`src/rtl/wb_writer.sv`:
```
// rtl/wb_writer.sv - writeback arbiter, rf write port driver and pending-write scoreboard
// Optional feature macro: WB_FWD_EN (same-cycle forwarding of the committing write)
module wb_writer #(
  parameter int D_WIDTH = 32,
  parameter int N_REGS  = 32,
  parameter int REG_L2  = $clog2(N_REGS)
) (
  input  logic               clk,
  input  logic               rst,
  input  logic               alu_valid,
  output logic               alu_ready,
  input  logic [REG_L2-1:0]  alu_rd,
  input  logic [D_WIDTH-1:0] alu_data,
  input  logic               ld_valid,
  output logic               ld_ready,
  input  logic [REG_L2-1:0]  ld_rd,
  input  logic [D_WIDTH-1:0] ld_data,
  input  logic               iss_valid,
  input  logic [REG_L2-1:0]  iss_rd,
  input  logic [REG_L2-1:0]  q_rs1,
  input  logic [REG_L2-1:0]  q_rs2,
  output logic               rs1_busy,
  output logic               rs2_busy,
  output logic               we,
  output logic [REG_L2-1:0]  w_addr,
  output logic [D_WIDTH-1:0] w_data
`ifdef WB_FWD_EN
  ,
  output logic               rs1_fwd,
  output logic               rs2_fwd,
  output logic [D_WIDTH-1:0] fwd_data
`endif
);

  logic               prefer_ld;
  logic               gnt_alu;
  logic               gnt_ld;
  logic               hs;
  logic [REG_L2-1:0]  sel_rd;
  logic [D_WIDTH-1:0] sel_data;
  logic [N_REGS-1:0]  pend;
  logic [N_REGS-1:0]  pend_nxt;
  logic               rs1_pend;
  logic               rs2_pend;

  // On a tie the source that lost the previous handshake wins.
  always_comb begin
    gnt_alu = 1'b0;
    gnt_ld  = 1'b0;
    if (alu_valid && ld_valid) begin
      if (prefer_ld) gnt_ld = 1'b1;
      else           gnt_alu = 1'b1;
    end else if (alu_valid) begin
      gnt_alu = 1'b1;
    end else if (ld_valid) begin
      gnt_ld = 1'b1;
    end
  end

  assign alu_ready = gnt_alu & rst;
  assign ld_ready  = gnt_ld & rst;
  assign hs        = (alu_valid & alu_ready) | (ld_valid & ld_ready);
  assign sel_rd    = gnt_ld ? ld_rd : alu_rd;
  assign sel_data  = gnt_ld ? ld_data : alu_data;

  // Set is applied after clear so a newer in-flight writer keeps the bit.
  always_comb begin
    pend_nxt = pend;
    if (we) pend_nxt[w_addr] = 1'b0;
    if (iss_valid && (iss_rd != '0)) pend_nxt[iss_rd] = 1'b1;
  end

  assign rs1_pend = pend[q_rs1] & (q_rs1 != '0);
  assign rs2_pend = pend[q_rs2] & (q_rs2 != '0);

`ifdef WB_FWD_EN
  assign rs1_fwd  = we & (w_addr == q_rs1) & (q_rs1 != '0);
  assign rs2_fwd  = we & (w_addr == q_rs2) & (q_rs2 != '0);
  assign fwd_data = w_data;
  assign rs1_busy = rs1_pend & ~rs1_fwd;
  assign rs2_busy = rs2_pend & ~rs2_fwd;
`else
  assign rs1_busy = rs1_pend;
  assign rs2_busy = rs2_pend;
`endif

  always_ff @(posedge clk or negedge rst) begin
    if (!rst) begin
      we        <= 1'b0;
      w_addr    <= '0;
      w_data    <= '0;
      pend      <= '0;
      prefer_ld <= 1'b1;
    end else begin
      pend <= pend_nxt;
      we   <= hs && (sel_rd != '0);
      if (hs && (sel_rd != '0)) begin
        w_addr <= sel_rd;
        w_data <= sel_data;
      end
      if (hs) prefer_ld <= gnt_alu;
    end
  end

endmodule

```
`config.mk`:
```
export PLATFORM = sky130hd
export DESIGN_NAME = wb_writer
export DESIGN_NICKNAME = d
export VERILOG_FILES = /design/src/rtl/wb_writer.sv
export SDC_FILE = /design/constraint.sdc
export NUM_CORES = 1
export LEC_CHECK = 0
export CORE_MARGIN = 4
export CORE_UTILIZATION = 43
export CTS_BUF_LIST = sky130_fd_sc_hd__clkbuf_4 sky130_fd_sc_hd__clkbuf_8
export DETAILED_ROUTE_END_ITERATION = 16
export GPL_TIMING_DRIVEN = 1
export PLACE_DENSITY = 0.8
export SYNTH_ARGS = -nofsm -noshare
export SYNTH_HDL_FRONTEND = slang
export SYNTH_SLANG_ARGS = --single-unit
export TNS_END_PERCENT = 5
```
`constraint.sdc`:
```
create_clock -name clk -period 2.05 [get_ports clk]
set_input_delay 0.41 -clock clk [delete_from_list [all_inputs] [get_ports clk]]
set_output_delay 0.41 -clock clk [all_outputs]
set_load 0.005 [all_outputs]
```
### Yosys cells after proc, flatten, opt, wreduce, memory -nomap -nowiden

Index checks and enable logic that the tools add are counted.
W data, S select, Z words.

| word-level totals | value |
|---|---|
| memories | 0 |
| memory bits (writable) | 0 |
| bits in read-only memories | 0 |
| bits in registers | 71 |
| logic and storage cells | 49 |
| output and inout port bits | 42 |
| bits of input ports | 94 |
| bits in latches | 0 |

| cells by class | value |
|---|---|
| bitwise logic cells | 10 |
| magnitude comparators | 6 |
| shift-type cells | 0 |
| multiplexer cells | 19 |
| add/subtract/negate cells | 0 |
| reductions and logical operators | 9 |
| eq/ne operators | 0 |
| $mul | 0 |
| divide/modulo/power cells | 0 |

Operators with widths:

| cell | number |
|---|---|
| $mux W32 | 3 |
| $and A32 B32 Y32 | 1 |
| $not A32 Y32 | 1 |
| $or A32 B32 Y32 | 1 |
| $lt A5 B6 Y1 const B | 4 |
| $reduce_bool A5 Y1 | 4 |
| $mux W1 | 11 |
| $bmux W1 S5 | 2 |
| $demux W1 S5 | 2 |
| $ge A5 B1 Y1 const B | 2 |
| $and A1 B1 Y1 | 6 |
| $logic_and A1 B1 Y1 | 5 |
| $mux W5 | 1 |
| $or A1 B1 Y1 | 1 |

### Logic depth before layout (Yosys ltp)

| depth | value |
|---|---|
| word-level depth | 9 |
| mapped depth | 7 |
| mapped depth without buffers | 5 |

### Least setup slack after synthesis

No wires, ideal clock.

| path | value |
|---|---|
| kind | input-to-output |
| start point | in q_rs1[1] |
| end point | out rs1_busy |
| data arrival time | 1.802 ns |
| buffers on the path | 1 |
| stages | 5 |
| path slack | -0.162 ns |
| data required time | 1.640 ns |
| path through | buf_2 mux4_2 mux2i_1 nor3b_1 or4_1 |

| on the way | value |
|---|---|
| longest elaborated chain between the ends | 3 |
| elaborated cells on any way between the ends | 4 |
| those cells by class | mux (2); bitwise (1); reduce/logical (1) |

Ends and longest elaborated chain:

| element | RTL line | text |
|---|---|---|
| start, declared | 20 | `input logic [REG_L2-1:0] q_rs1,` |
| $bmux W1 S5 | 73 | `assign rs1_pend = pend[q_rs1] & (q_rs1 != '0);` |
| $mux W1 (not written as such) | 73 |  |
| $and A1 B1 Y1 * | 73 |  |
| end, declared | 22 | `output logic rs1_busy,` |

Mark *: on every way between the ends. The rest lies on a longest branch, timed or not. The select of a mux whose other input is x is not followed.

### Worst setup path after layout

| path | value |
|---|---|
| start point | reg pend[26] |
| end point | out rs1_busy |

| on the way | value |
|---|---|
| longest elaborated chain between the ends | 3 |

Ends and longest elaborated chain:

| element | RTL line | text |
|---|---|---|
| start, declared | 41 | `logic [N_REGS-1:0] pend;` |
| start signal, assigned | 95 | `pend <= pend_nxt;` |
| $bmux W1 S5 | 73 |  |
| $mux W1 (not written as such) | 73 |  |
| $and A1 B1 Y1 | 73 |  |

Every way passes these cells. The select of a mux whose other input is x is not followed.

==> impl_results.md <==
* Post-synth EDFFs at 0
* Worst hold slack at 0.127 ns
* HPWL after DPL at 9400 um
* RSZ-0062 raised after global routing: yes
* Clock buffer count from CTS at 9
* Hold WC Path Type: input port to asynchronous set/reset pin
* Post-synthesis cell type count at 38
* Skew-Pair Late Insertion Delay at 0.35 ns
* Most common cell in the netlist: nand2_1
* P_leak at 2.59 nW
* Share of layout cells above drive strength 1 at 0.227
* Reg-to-Reg End: w_data[31]
* Tmin final at 2.45 ns
* Vias in the first global route at 3,920
* Initial antenna violation count at 0
* Via-to-Cell Ratio at around 5.4
* Final Hold Viols at 0
* Max Transition Viols Final at 0
* Clock sinks at 71
* RD Place Congestion at 0.889
* Die width at 104 um
* Maxcap violations at 0
* Clock Skew at 0.00820 ns
* Seq/Total Area, Yosys at 0.449
* Via count at 3,631
* Final core utilization at 0.675
* Tcrit/Tclk final at 1.19
* IR Drop Worst-Case VDD at 0.000380 V
* # setup viols final at 2
* I/O pins at between 100 and 150
* Starting density of the core at 0.447
* Most area-consuming cells after synthesis: dfrtp_1, mux2_4, nand2_1, mux4_2, o21ai_0
* CTS tree: built
* DR pass1 iterations at 4
* Gr ovfl total at 0
* Endpoint class of the critical path: output pin
* Worst Path Arrival at 2.04 ns
* Post-Route WL at 11,800 um
* Post-synth top area share at 0.443
* Syn_nets at 474
* Status: complete, but fails checks
* GRT Resource Usage Total at 0.225
* I/O Buffers at around 140
* CP max FO at 3
* Fin nets at around 650
* Wire per inst at 17.7 um
* Synth Flop Type: dfrtp_1
* Die Height at 104 um
* Cell taking the most area after synthesis: dfrtp_1
* Max Buffers Root-to-Sink at 2
* DRT iter0 DRCs at 139
* Crit path required time at between 1.5 and 2 ns
* Worst reg-to-reg setup slack at 0.10 ns
* Placed Area at 5710 sq um
* Async SR Flop Fraction at 1.00
* Post-route DRC violation count at 0
* P&R area growth vs syn at 50.9%
* First-pass GRT wire length at approximately 20,000 um
* Synth Register Bits at 71
* Clk slew on worst S/H paths at 0.07 ns
* Slew headroom at 0.595
* Clock root buffer: clkbuf_8
* Site Rows at 34
* Final worst slack at -0.397 ns
* Type of origin of the critical path: register
* Avg Cell Area, Syn at 10.4 sq um
* Final instance area at 5970 sq um
* CP Class: register to output pin
* Achievable Freq at around 400 MHz
* Post-Place Worst Slack at -1.08 ns
* Die area at 10,800 sq um
* Power Dens Cells at 898 nW/um^2
* Synth Instances at 380
* RR Startpoint: prefer_ld
* Yosys Warn Count at 0
* Violated checks: negative setup slack
* Core ar. at ~9000 sq um
* Remaining antenna violation count at 0
* Pin count of the biggest net entering global routing at 51
* Worst R2R Path Depth at 6
* N_diodes at 0
* Synth cell count leaders: nand2_1, dfrtp_1, o21ai_0
* Synth Cell Area at 3960 sq um
* Slew @ Worst Pin at 0.608 ns
* Clock H-tree levels at 3
[worst max-delay path, stage by stage, from the launching register on]
cell     delay, ns
dfrtp_1       0.42
mux4_2        0.46
mux2i_1       0.14
nor2_1        0.05
or4_1         0.49
buf_2         0.14
[report_power, final]
part | switching [mW] | leakage, nW | internal (mW)
logic | 0.724 | 1.67 | 1.20
registers | 0.342 | 0.805 | 1.82
clock network | 0.529 | 0.112 | 0.749
total | 1.60 | 2.59 | 3.77
[flip-flops by register name, indices dropped and copies added, names as in the netlist]
name and cells:
w_data 32, pend 32, w_addr 5, we 1
prefer_ld 1
[worst max-delay path by stage]
stage | start | endpoint | slack (ns)
floorplan | q_rs1[1] | rs1_busy | -0.06
global placement | q_rs1[1] | rs1_busy | -1.08
detailed placement | q_rs1[1] | rs1_busy | -1.08
CTS | pend[24] | rs1_busy | -0.40
global route | pend[17] | rs1_busy | -0.47
finish | pend[26] | rs1_busy | -0.40
[kinds of logic after synthesis]
family                 synth area share
buffers and inverters            0.0297
AND/OR/NAND/NOR                   0.159
AO/OA/AOI/OAI                     0.120
multiplexers                      0.242
flip-flops                        0.449
[final cells by class]
type                    count  area (sq um)
flip-flops and latches     71          1780
repair buffers            180          1730
fillers                   672          2880
multi-input cells         287          2080
inverters                   5          18.8
well taps                 108           135
clock inverters             5          80.1
clock buffers              11           151
[repair_timing]
item                                    CTS  global route
resized for setup                        24             1
hold endpoints to repair                  2             0
hold buffers                              1             0
pin swaps                                 2             0
buffers inserted                          2             0
gates cloned                              0             0
endpoints found under the setup margin    4            19
[metrics by stage]
stage	cells	total power [mW]	TNS (ns)
3_5_place_dp	648	4.07	-13.08
2_1_floorplan	380	2.98	-0.0632
6_report	667	5.36	-0.779
3_3_place_gp	648	3.99	-10.80
5_1_grt	667	5.65	-0.932
4_1_cts	667	5.36	-0.800
[per-layer routing]
| layer | GRT usage | up-vias | part of all wire |
|---|---|---|---|
| met5 | 0 | - | 0 |
| li1 | - | 1700 | - |
| met4 | 0.0817 | 0 | 0.020 |
| met2 | 0.394 | 153 | 0.50 |
| met3 | 0.0639 | 23 | 0.087 |
| met1 | 0.262 | 1755 | 0.39 |
[layout by cell type (no fill, tap or decap), types with 2 or more instances in the layout]
cell type        count
clkdlybuf4s50_1    123
nand2_1            103
dfrtp_1             70
o21ai_0             64
buf_4               39
mux2_4              28
mux4_2              15
nand3_1             12
mux2i_1             11
clkbuf_8            11
dlygate4sd2_1        7
mux2_2               6
nand3b_1             5
inv_1                5
nor2_1               4
a31oi_1              4
o22ai_1              4
buf_12               4
or3_1                3
nor3b_1              3
a21oi_1              3
or3b_2               2
nor3_1               2
mux2i_2              2
bufinv_16            2
clkinvlp_4           2
clkdlybuf4s15_2      2
buf_2                2
Power figures use the tool's default switching activity.
